`src/rtl/queue_line_sched_pkg.sv`:
```
// Shared definitions for the line-buffer scheduler and the conv datapath that sits beside it.
// Default image geometry, the scheduler state encoding and a constant clog2 helper.
package queue_line_sched_pkg;

  localparam int IMG_W_DEF = 28;
  localparam int IMG_H_DEF = 28;
  localparam int K_DEF     = 3;

  typedef enum logic [2:0] {
    IDLE,
    FILL,
    RUN,
    DRAIN,
    DONE
  } sched_state_t;

  function automatic int clog2(input int v);
    int r;
    r = 0;
    for (int i = 0; i < 31; i++) begin
      if ((1 << i) < v) r = i + 1;
    end
    return r;
  endfunction

endpackage

```
`src/rtl/queue_line_sched_if.sv`:
```
// Pixel-in / window-out handshake bundle of the line-buffer scheduler.
// master = scheduler side, slave = the surrounding pipeline (or a testbench).
interface queue_line_sched_if #(
  parameter int CNT_W = 5
);
  logic             start;
  logic             in_vld;
  logic             in_rdy;
  logic             q_wr;
  logic             q_rd;
  logic             win_vld;
  logic             win_rdy;
  logic [CNT_W-1:0] win_row;
  logic [CNT_W-1:0] win_col;
  logic             busy;
  logic             done;
  logic             err;

  modport master (
    input  start, in_vld, win_rdy,
    output in_rdy, q_wr, q_rd, win_vld, win_row, win_col, busy, done, err
  );

  modport slave (
    output start, in_vld, win_rdy,
    input  in_rdy, q_wr, q_rd, win_vld, win_row, win_col, busy, done, err
  );
endinterface

```
`src/rtl/queue_line_sched_raster_cnt.sv`:
```
// Raster-order column/row counter for one frame; advances on inc, clears on clr.
module queue_line_sched_raster_cnt #(
  parameter int IMG_W = 28,
  parameter int IMG_H = 28,
  parameter int CNT_W = 5
) (
  input  logic             clk,
  input  logic             rst,
  input  logic             clr,
  input  logic             inc,
  output logic [CNT_W-1:0] col,
  output logic [CNT_W-1:0] row,
  output logic             last_col,
  output logic             last_pix
);

  logic [CNT_W-1:0] col_reg;
  logic [CNT_W-1:0] row_reg;
  logic             last_row;

  assign last_col = (col_reg == CNT_W'(IMG_W - 1));
  assign last_row = (row_reg == CNT_W'(IMG_H - 1));
  assign last_pix = last_col & last_row;
  assign col      = col_reg;
  assign row      = row_reg;

  always_ff @(posedge clk or posedge rst) begin
    if (rst) begin
      col_reg <= '0;
      row_reg <= '0;
    end else if (clr) begin
      col_reg <= '0;
      row_reg <= '0;
    end else if (inc) begin
      if (last_col) begin
        col_reg <= '0;
        row_reg <= last_row ? '0 : row_reg + 1'b1;
      end else begin
        col_reg <= col_reg + 1'b1;
      end
    end
  end

endmodule

```
`src/rtl/queue_line_sched.sv`:
```
// Line-buffer scheduler: drives the K-1 row queues from a raster pixel stream and
// publishes one window coordinate per legal KxK position, with downstream backpressure.
module queue_line_sched
  import queue_line_sched_pkg::*;
#(
  parameter int IMG_W = IMG_W_DEF,
  parameter int IMG_H = IMG_H_DEF,
  parameter int K     = K_DEF,
  parameter int CNT_W = 5
) (
  input logic                clk,
  input logic                rst,
  queue_line_sched_if.master bus
);

  localparam int OCC_W = clog2(IMG_W + 1);

  sched_state_t     state_reg;
  logic [OCC_W-1:0] occ_reg;
  logic             win_vld_reg;
  logic [CNT_W-1:0] win_row_reg;
  logic [CNT_W-1:0] win_col_reg;
  logic             busy_reg;
  logic             done_reg;
  logic             err_reg;

  logic [CNT_W-1:0] col;
  logic [CNT_W-1:0] row;
  logic             last_col;
  logic             last_pix;
  logic             in_rdy;
  logic             accept;
  logic             q_rd;
  logic             occ_full;
  logic             win_hit;
  logic             win_hs;

  queue_line_sched_raster_cnt #(
    .IMG_W (IMG_W),
    .IMG_H (IMG_H),
    .CNT_W (CNT_W)
  ) u_raster_cnt (
    .clk      (clk),
    .rst      (rst),
    .clr      ((state_reg == IDLE) && bus.start),
    .inc      (accept),
    .col      (col),
    .row      (row),
    .last_col (last_col),
    .last_pix (last_pix)
  );

  // A pending window that is not being consumed blocks new pixels, so nothing is overwritten.
  assign in_rdy   = ((state_reg == FILL) || (state_reg == RUN)) && (!win_vld_reg || bus.win_rdy);
  assign accept   = bus.in_vld && in_rdy;
  assign occ_full = (occ_reg == OCC_W'(IMG_W));
  assign q_rd     = accept && occ_full;
  assign win_hit  = accept && (row >= CNT_W'(K - 1)) && (col >= CNT_W'(K - 1));
  assign win_hs   = win_vld_reg && bus.win_rdy;

  always_ff @(posedge clk or posedge rst) begin
    if (rst) begin
      state_reg <= IDLE;
      busy_reg  <= 1'b0;
      done_reg  <= 1'b0;
    end else begin
      done_reg <= 1'b0;
      case (state_reg)
        IDLE: if (bus.start) begin
          state_reg <= FILL;
          busy_reg  <= 1'b1;
        end
        // Leave FILL once the counters roll onto (K-1, 0): the first K-1 rows are buffered.
        FILL: if (accept && last_col && (row == CNT_W'(K - 2))) state_reg <= RUN;
        RUN: if (accept && last_pix) state_reg <= DRAIN;
        DRAIN: if (win_hs) begin
          state_reg <= DONE;
          busy_reg  <= 1'b0;
          done_reg  <= 1'b1;
        end
        DONE: state_reg <= IDLE;
        default: state_reg <= IDLE;
      endcase
    end
  end

  // Queue occupancy; a simultaneous push and pop leaves it at IMG_W.
  always_ff @(posedge clk or posedge rst) begin
    if (rst) begin
      occ_reg <= '0;
      err_reg <= 1'b0;
    end else begin
      if (accept && !q_rd) begin
        if (occ_full) err_reg <= 1'b1;
        else          occ_reg <= occ_reg + 1'b1;
      end
      if (q_rd && !accept) begin
        if (occ_reg == '0) err_reg <= 1'b1;
        else               occ_reg <= occ_reg - 1'b1;
      end
    end
  end

  always_ff @(posedge clk or posedge rst) begin
    if (rst) begin
      win_vld_reg <= 1'b0;
      win_row_reg <= '0;
      win_col_reg <= '0;
    end else if (win_hit) begin
      win_vld_reg <= 1'b1;
      win_row_reg <= row - CNT_W'(K - 1);
      win_col_reg <= col - CNT_W'(K - 1);
    end else if (win_hs) begin
      win_vld_reg <= 1'b0;
    end
  end

  assign bus.in_rdy  = in_rdy;
  assign bus.q_wr    = accept;
  assign bus.q_rd    = q_rd;
  assign bus.win_vld = win_vld_reg;
  assign bus.win_row = win_row_reg;
  assign bus.win_col = win_col_reg;
  assign bus.busy    = busy_reg;
  assign bus.done    = done_reg;
  assign bus.err     = err_reg;

endmodule
```
`src/flat_wrapper.sv`:
```
// flat-port wrapper written by rule: the top's interface ports become plain ports
module queue_line_sched_flat import queue_line_sched_pkg::*;
#(
  parameter int IMG_W = IMG_W_DEF,
  parameter int IMG_H = IMG_H_DEF,
  parameter int K     = K_DEF,
  parameter int CNT_W = 5
)
  (clk, rst, bus_start, bus_in_vld, bus_win_rdy, bus_in_rdy, bus_q_wr, bus_q_rd, bus_win_vld, bus_win_row, bus_win_col, bus_busy, bus_done, bus_err);
  queue_line_sched_if #(.CNT_W(CNT_W)) bus_i ();
  input logic clk;
  input logic rst;
  input wire logic [$bits(bus_i.start)-1:0] bus_start;
  input wire logic [$bits(bus_i.in_vld)-1:0] bus_in_vld;
  input wire logic [$bits(bus_i.win_rdy)-1:0] bus_win_rdy;
  output wire logic [$bits(bus_i.in_rdy)-1:0] bus_in_rdy;
  output wire logic [$bits(bus_i.q_wr)-1:0] bus_q_wr;
  output wire logic [$bits(bus_i.q_rd)-1:0] bus_q_rd;
  output wire logic [$bits(bus_i.win_vld)-1:0] bus_win_vld;
  output wire logic [$bits(bus_i.win_row)-1:0] bus_win_row;
  output wire logic [$bits(bus_i.win_col)-1:0] bus_win_col;
  output wire logic [$bits(bus_i.busy)-1:0] bus_busy;
  output wire logic [$bits(bus_i.done)-1:0] bus_done;
  output wire logic [$bits(bus_i.err)-1:0] bus_err;
  assign bus_i.start = bus_start;
  assign bus_i.in_vld = bus_in_vld;
  assign bus_i.win_rdy = bus_win_rdy;
  assign bus_in_rdy = bus_i.in_rdy;
  assign bus_q_wr = bus_i.q_wr;
  assign bus_q_rd = bus_i.q_rd;
  assign bus_win_vld = bus_i.win_vld;
  assign bus_win_row = bus_i.win_row;
  assign bus_win_col = bus_i.win_col;
  assign bus_busy = bus_i.busy;
  assign bus_done = bus_i.done;
  assign bus_err = bus_i.err;
  queue_line_sched #(.IMG_W(IMG_W), .IMG_H(IMG_H), .K(K), .CNT_W(CNT_W)) u_core (.clk(clk), .rst(rst), .bus(bus_i));
endmodule
```
`config.mk`:
```
export PLATFORM = sky130hd
export DESIGN_NAME = queue_line_sched_flat
export DESIGN_NICKNAME = d
export VERILOG_FILES = /design/src/rtl/queue_line_sched_pkg.sv /design/src/rtl/queue_line_sched_if.sv /design/src/rtl/queue_line_sched_raster_cnt.sv /design/src/rtl/queue_line_sched.sv /design/src/flat_wrapper.sv
export SDC_FILE = /design/constraint.sdc
export NUM_CORES = 1
export LEC_CHECK = 0
export ABC_AREA = 1
export BUFFER_PORTS_ARGS = -buffer_cell sky130_fd_sc_hd__buf_2
export CELL_PAD_IN_SITES_DETAIL_PLACEMENT = 1
export CELL_PAD_IN_SITES_GLOBAL_PLACEMENT = 1
export CORE_MARGIN = 2
export CORE_UTILIZATION = 39
export DETAILED_ROUTE_END_ITERATION = 12
export GPL_TIMING_DRIVEN = 0
export PLACE_DENSITY_LB_ADDON = 0.1
export SLEW_MARGIN = 30
export SYNTH_ARGS = -nofsm -noshare
export SYNTH_HDL_FRONTEND = slang
export SYNTH_SLANG_ARGS = --single-unit
```
`constraint.sdc`:
```
create_clock -name clk -period 1.7 [get_ports clk]
set_clock_uncertainty 0.2 [all_clocks]
set_input_delay 0.085 -clock clk [delete_from_list [all_inputs] [get_ports clk]]
set_output_delay 0.085 -clock clk [all_outputs]
set_load 0.1 [all_outputs]
```
==> results of run 1 <==
## logic make-up after synthesis
family / after synthesis / synth area share (%)
buffers and inverters: 31 / 8.12
XOR/XNOR: 9 / 4.37
AND/OR/NAND/NOR: 84 / 25.6
AO/OA/AOI/OAI: 30 / 9.86
adder cells (fa/ha/maj): 11 / 7.64
flip-flops: 32 / 44.4
## synth_stat cells (all sizes together)
cell | number | area, um^2
a21oi | 8 | 55.1
a31oi | 1 | 6.26
buf | 3 | 36.3
clkbuf | 1 | 3.75
clkinv | 1 | 8.76
dfrtp | 32 | 801
ha | 11 | 138
inv | 26 | 97.6
nand2 | 45 | 218
nand3 | 12 | 77.6
nand4 | 4 | 25.0
nor2 | 20 | 114
nor3 | 2 | 20.0
o21ai | 17 | 85.1
o21bai | 2 | 15.0
o31ai | 1 | 7.51
o32ai | 1 | 8.76
or2 | 1 | 6.26
xnor2 | 4 | 35.0
xor2 | 5 | 43.8
## worst max-delay path: stages, from the launching register on
cell      delay, ps
dfrtp_1         440
nor2_4          160
nand2_4          80
nand2_4          80
buf_4           120
nand4_1         150
o21bai_2        230
nand3_2         120
nand2_1         100
nand2_1          70
## worst paths after layout
check / start / end
max: u_core.state_reg[2]$_DFFE_PP0P_ / u_core.state_reg[1]$_DFFE_PP0P_
min: bus_start / u_core.u_raster_cnt.row[1]$_DFFE_PP0P_
max reg2reg: u_core.state_reg[2]$_DFFE_PP0P_ / u_core.state_reg[1]$_DFFE_PP0P_
min reg2reg: u_core.bus.err$_DFF_PP0_ / u_core.bus.err$_DFF_PP0_
max in group asynchronous: rst / u_core.bus.win_vld$_DFFE_PP0P_
min in group asynchronous: rst / u_core.state_reg[2]$_DFFE_PP0P_
## metal layers
metal  routed length (um)  track usage (%)
met1                 2210             24.9
met5                    0                0
met4                   62             6.29
met2                 2790             36.5
met3                  120             3.75
## area by class of cell
cell class,count,area [um^2]
well taps,52,65.1
repair buffers,59,490
fillers,500,1760
clock buffers,6,72.6
multi-input cells,134,1060
inverters,27,123
flip-flops and latches,32,811
plain buffers,4,40.0
## metrics by stage
stage / worst slack [ps] / TNS (ps) / area [um^2]
6_report: -172 / -1700 / 2660
5_1_grt: -270 / -4020 / 2660
4_1_cts: -131 / -887 / 2420
3_5_place_dp: -367 / -3950 / 2010
3_3_place_gp: -316 / -2800 / 2010
2_1_floorplan: -458 / -1350 / 1840
## what timing repair did
item,in CTS,in global routing
hold endpoints to repair,35,0
pin swaps,10,9
setup endpoints to repair,25,31
setup buffers,26,9
cloned,1,0
resized for setup,34,46
hold buffers,2,0
==> results.toml, run 1 <==
[layout]
layout.cells.most_common_list = "28 x nand2_1, 26 x buf_4, 26 x dfrtp_1, 19 x buf_2, 15 x inv_1"
utilization_pct = 60.2
mostFrequentLayoutCell = "nand2_1"
area_growth_pct = 47.6
antennaDiodeCount = 0
nets = 279
drive_gt1_share_pct = 52.3
finalNonFillerCells = 314

[worst_setup_path]
path_max_fanout = 4
critPathCaptureType = "flop"
worstSetupStartpointType = "flop"
required_ps = 1670
path_class = "reg -> reg"
worst_r2r_path_depth = 9
arrival_ps = 1850
reg2reg_slack_ps = -170

[floorplanning]
dieHeight_um = 72.0
initial_core_util_pct = 40.8
io_pins = 22
die_w_um = 72.0
dieArea_um2 = 5180
core_region_area_um2 = 4410
num_rows = 24

[sta]
rsz0062_at_grt = "true"
fin_crit_sh_pct = 110
hold_violations = 0
slew_headroom_pct = 52.7
setup-violations-final = 22
maxSlewViolCount = 0
fmax_mhz = 534
period_minus_slack_ps = 1870
finalWorstSetupSlack_ps = -172
hold_slack_ps = 38.4
worstMarginPinSlew_ps = 708

[place]
hpwl_um = 3130
gp_congestion = 0.781
io_buffer_count = 21
dp_cells = 270

[cts]
clk_pin_slew_ps = 70
cts_buffers = 5
cts_sinks = 32
clk_latency_ps = 290
cts_buffer_depth = 2
ctsRootBufferMaster = "clkbuf_8"
htree_levels = 2
tritoncts = "done"

[synthesis]
avgSynthCellArea_um2 = 9.15
yosys_warnings = 0
netlist_area_um2 = 1800
synthCells = 197
yosysUniqueCellTypes = 33
syn_nets = 213
ys_seq_area_share_pct = 44.4
yosys_register_bits = 32

[grt]
grt_pass1_wl_um = 8100
grt_antenna_before_repair = 0
grt_max_degree = 33
grt_remaining_overflow = 0
grt_pass1_vias = 1734
gr-usage-all-layers_pct = 20.4

[drt]
vias_per_cell = 5.04
num_vias = 1583
drtPass1Iterations = 4
drt_wl_total_um = 5180
postRouteAntennaNets = 0
drcViolationCount = 0
wl_per_cell_um = 16.5
drtIter0Drc = 61

[outcome]
outcome = "complete, but fails checks"
violations = "negative setup slack"

[worst_hold_path]
min_path_cells = 4
hold_path.class = "in -> reg"

[flow_run]
drv_cap = 0
Power of run 1 is left out: the tool's default activity adds up to more than one toggle a clock period on the data nets, which glitch-free logic cannot reach.
==> run 2, diff against run 1 <==
--- a/config.mk
+++ b/config.mk
@@ -10,11 +10,12 @@
 export CELL_PAD_IN_SITES_DETAIL_PLACEMENT = 1
 export CELL_PAD_IN_SITES_GLOBAL_PLACEMENT = 1
 export CORE_MARGIN = 2
-export CORE_UTILIZATION = 39
+export CORE_UTILIZATION = 38
 export DETAILED_ROUTE_END_ITERATION = 12
 export GPL_TIMING_DRIVEN = 0
 export PLACE_DENSITY_LB_ADDON = 0.1
 export SLEW_MARGIN = 30
 export SYNTH_ARGS = -nofsm -noshare
 export SYNTH_HDL_FRONTEND = slang
+export SYNTH_HIERARCHICAL = 1
 export SYNTH_SLANG_ARGS = --single-unit
==> results.toml, run 2 <==
[outcome]
outcome = "complete, but fails checks"
violations = "negative setup slack"

[synthesis]
yosys_register_bits = 32
ys_seq_area_share_pct = 44.1
netlist_area_um2 = 1820
async_flop_share_pct = 100
synth_common_cells = "61 x nand2_1, 32 x dfrtp_1, 30 x inv_1"
netlist.area_leader.share_pct = 44.1
synth_area_leaders = "dfrtp_1 44%, nand2_1 13%, inv_1 6.2%"
synth_flop_cell = "dfrtp_1"
yosysUniqueCellTypes = 27
syn_nets = 238
yosys_warnings = 6
synth.most_common_cell = "nand2_1"
synth_edf_count = 0
synthCells = 227
yosysTopAreaCell = "dfrtp_1"
avgSynthCellArea_um2 = 8.00

[floorplanning]
initial_core_util_pct = 39.0
die_w_um = 73.1
dieArea_um2 = 5350
io_pins = 22
num_rows = 25
dieHeight_um = 73.1
core_region_area_um2 = 4660

[worst_setup_path]
cp_num_buf_inv = 4
path_max_fanout = 4
worstSetupStartpointType = "flop"
arrival_ps = 1800
required_ps = 1670
slowest_stage = "dfrtp_2"
critPathCaptureType = "flop"
cp_top_family = "buffers and inverters"
path_class = "reg -> reg"
slowest_delay_ps = 430
cp_cell_sequence = "nor2_4 > nand2_4 > nand2_4 > nand3_4 > clkinvlp_4 > clkinv_4 > buf_4 > buf_4 > nand3_1 > o21ai_1"

[cts]
htree_levels = 2
cts_buffers = 5
clk_pin_slew_ps = 70
clk_latency_ps = 290
cts_buffer_depth = 2
tritoncts = "done"
cts_sinks = 32
ctsRootBufferMaster = "clkbuf_8"

[drt]
wl_per_cell_um = 15.5
drtPass1Iterations = 4
drcViolationCount = 0
postRouteAntennaNets = 0
drt_wl_total_um = 5350
drtIter0Drc = 68
num_vias = 1705
vias_per_cell = 4.94

[layout]
layout.cells.most_common_list = "58 x nand2_1, 27 x buf_4, 24 x dfrtp_1, 21 x inv_1, 18 x buf_2"
drive_gt1_share_pct = 39.9
ff_latch_area_um2 = 813
final_area_um2 = 2590
nets = 301
multi_input_area_um2 = 995
mostFrequentLayoutCell = "nand2_1"
antennaDiodeCount = 0
nFillCells = 558
area_growth_pct = 42.5

[sta]
final.setup.tns_ps = -1290
fin_crit_sh_pct = 108
finalWorstSetupSlack_ps = -130
maxSlewViolCount = 0
setup-violations-final = 15
slew_headroom_pct = 44.1
period_minus_slack_ps = 1830
worstMarginPinSlew_ps = 834
fmax_mhz = 546
hold_violations = 0
rsz0062_at_grt = "true"

[place]
io_buffer_count = 21
post-place-ws_ps = -258
place_area_um2 = 2010
hpwl_um = 3090
gp_congestion = 0.789

[grt]
gr-usage-all-layers_pct = 19.3
grt_antenna_before_repair = 0
grt_remaining_overflow = 0
grt_max_degree = 23
grt_pass1_vias = 1707
grt_pass1_wl_um = 7970

[flow_run]
drv_cap = 0

[worst_hold_path]
hold_path.class = "in -> reg"
[run 2: worst reg2reg max path: stages, from the launching register on]
cell	delay, ps
dfrtp_2	430
nor2_4	150
nand2_4	70
nand2_4	90
nand3_4	100
clkinvlp_4	150
clkinv_4	110
buf_4	140
buf_4	140
nand3_1	80
o21ai_1	70
[run 2: cell type report]
type / count / share of cell area (%)
buffer: 4 / 1.45
sequential: 32 / 31.4
inverter: 34 / 5.27
clock inverter: 2 / 0.387
timing repair buffer: 55 / 17.2
clock buffer: 6 / 3.19
tap: 54 / 2.61
multi-input combinational: 158 / 38.4
[run 2: worst paths after layout]
kind / cells after the start / endpoint / from / slack (ps)
setup reg to reg: 10 / u_core/u_raster_cnt/col[4]$_DFFE_PP0P_ / u_core/state_reg[2]$_DFFE_PP0P_ / -130
setup / recovery: 10 / u_core/u_raster_cnt/col[4]$_DFFE_PP0P_ / u_core/state_reg[2]$_DFFE_PP0P_ / -130
min in group asynchronous: 3 / u_core/u_raster_cnt/col[3]$_DFFE_PP0P_ / rst / 170
max in group asynchronous: 3 / u_core/bus.win_vld$_DFFE_PP0P_ / rst / 620
hold reg to reg: 1 / u_core/bus.err$_DFF_PP0_ / u_core/bus.err$_DFF_PP0_ / 260
hold / removal: 5 / u_core/bus.win_vld$_DFFE_PP0P_ / bus_win_rdy / 10
[run 2: timing repair]
action | in CTS | in global routing
pin swaps | 8 | 17
gates cloned | 0 | 2
hold buffers | 3 | 1
buffers inserted | 17 | 14
setup endpoints to repair | 23 | 26
gates resized for setup | 29 | 28
endpoints found under the hold margin | 36 | 1
[run 2: layer usage]
layer  GRT usage [%]  share of wire, %
met5               0                 0
met4            4.94               1.8
met3            4.14               3.1
met2            31.4                51
met1            26.1                44
[run 2: logic make-up after synthesis]
| kind of cell | count (synthesis) | synth area share (%) |
|---|---|---|
| compound gates | 19 | 6.20 |
| xor+xnor | 11 | 5.31 |
| fa+ha+maj | 6 | 4.13 |
| buf+inv | 38 | 8.55 |
| flops | 32 | 44.1 |
| mux | 1 | 0.551 |
| simple gates | 120 | 31.2 |
[run 2: per-stage QoR]
stage / std cells / util [%] / hold slack (ps)
after global placement: 302 / 43.1 / -94.2
after floorplan: 227 / - / -275
final: 345 / 55.5 / 11.4
after global routing: 345 / 55.5 / 30.9
after CTS: 330 / 50.6 / 62.9
after detailed placement: 302 / 43.1 / -79.6
Power of run 2 is left out for the same reason.
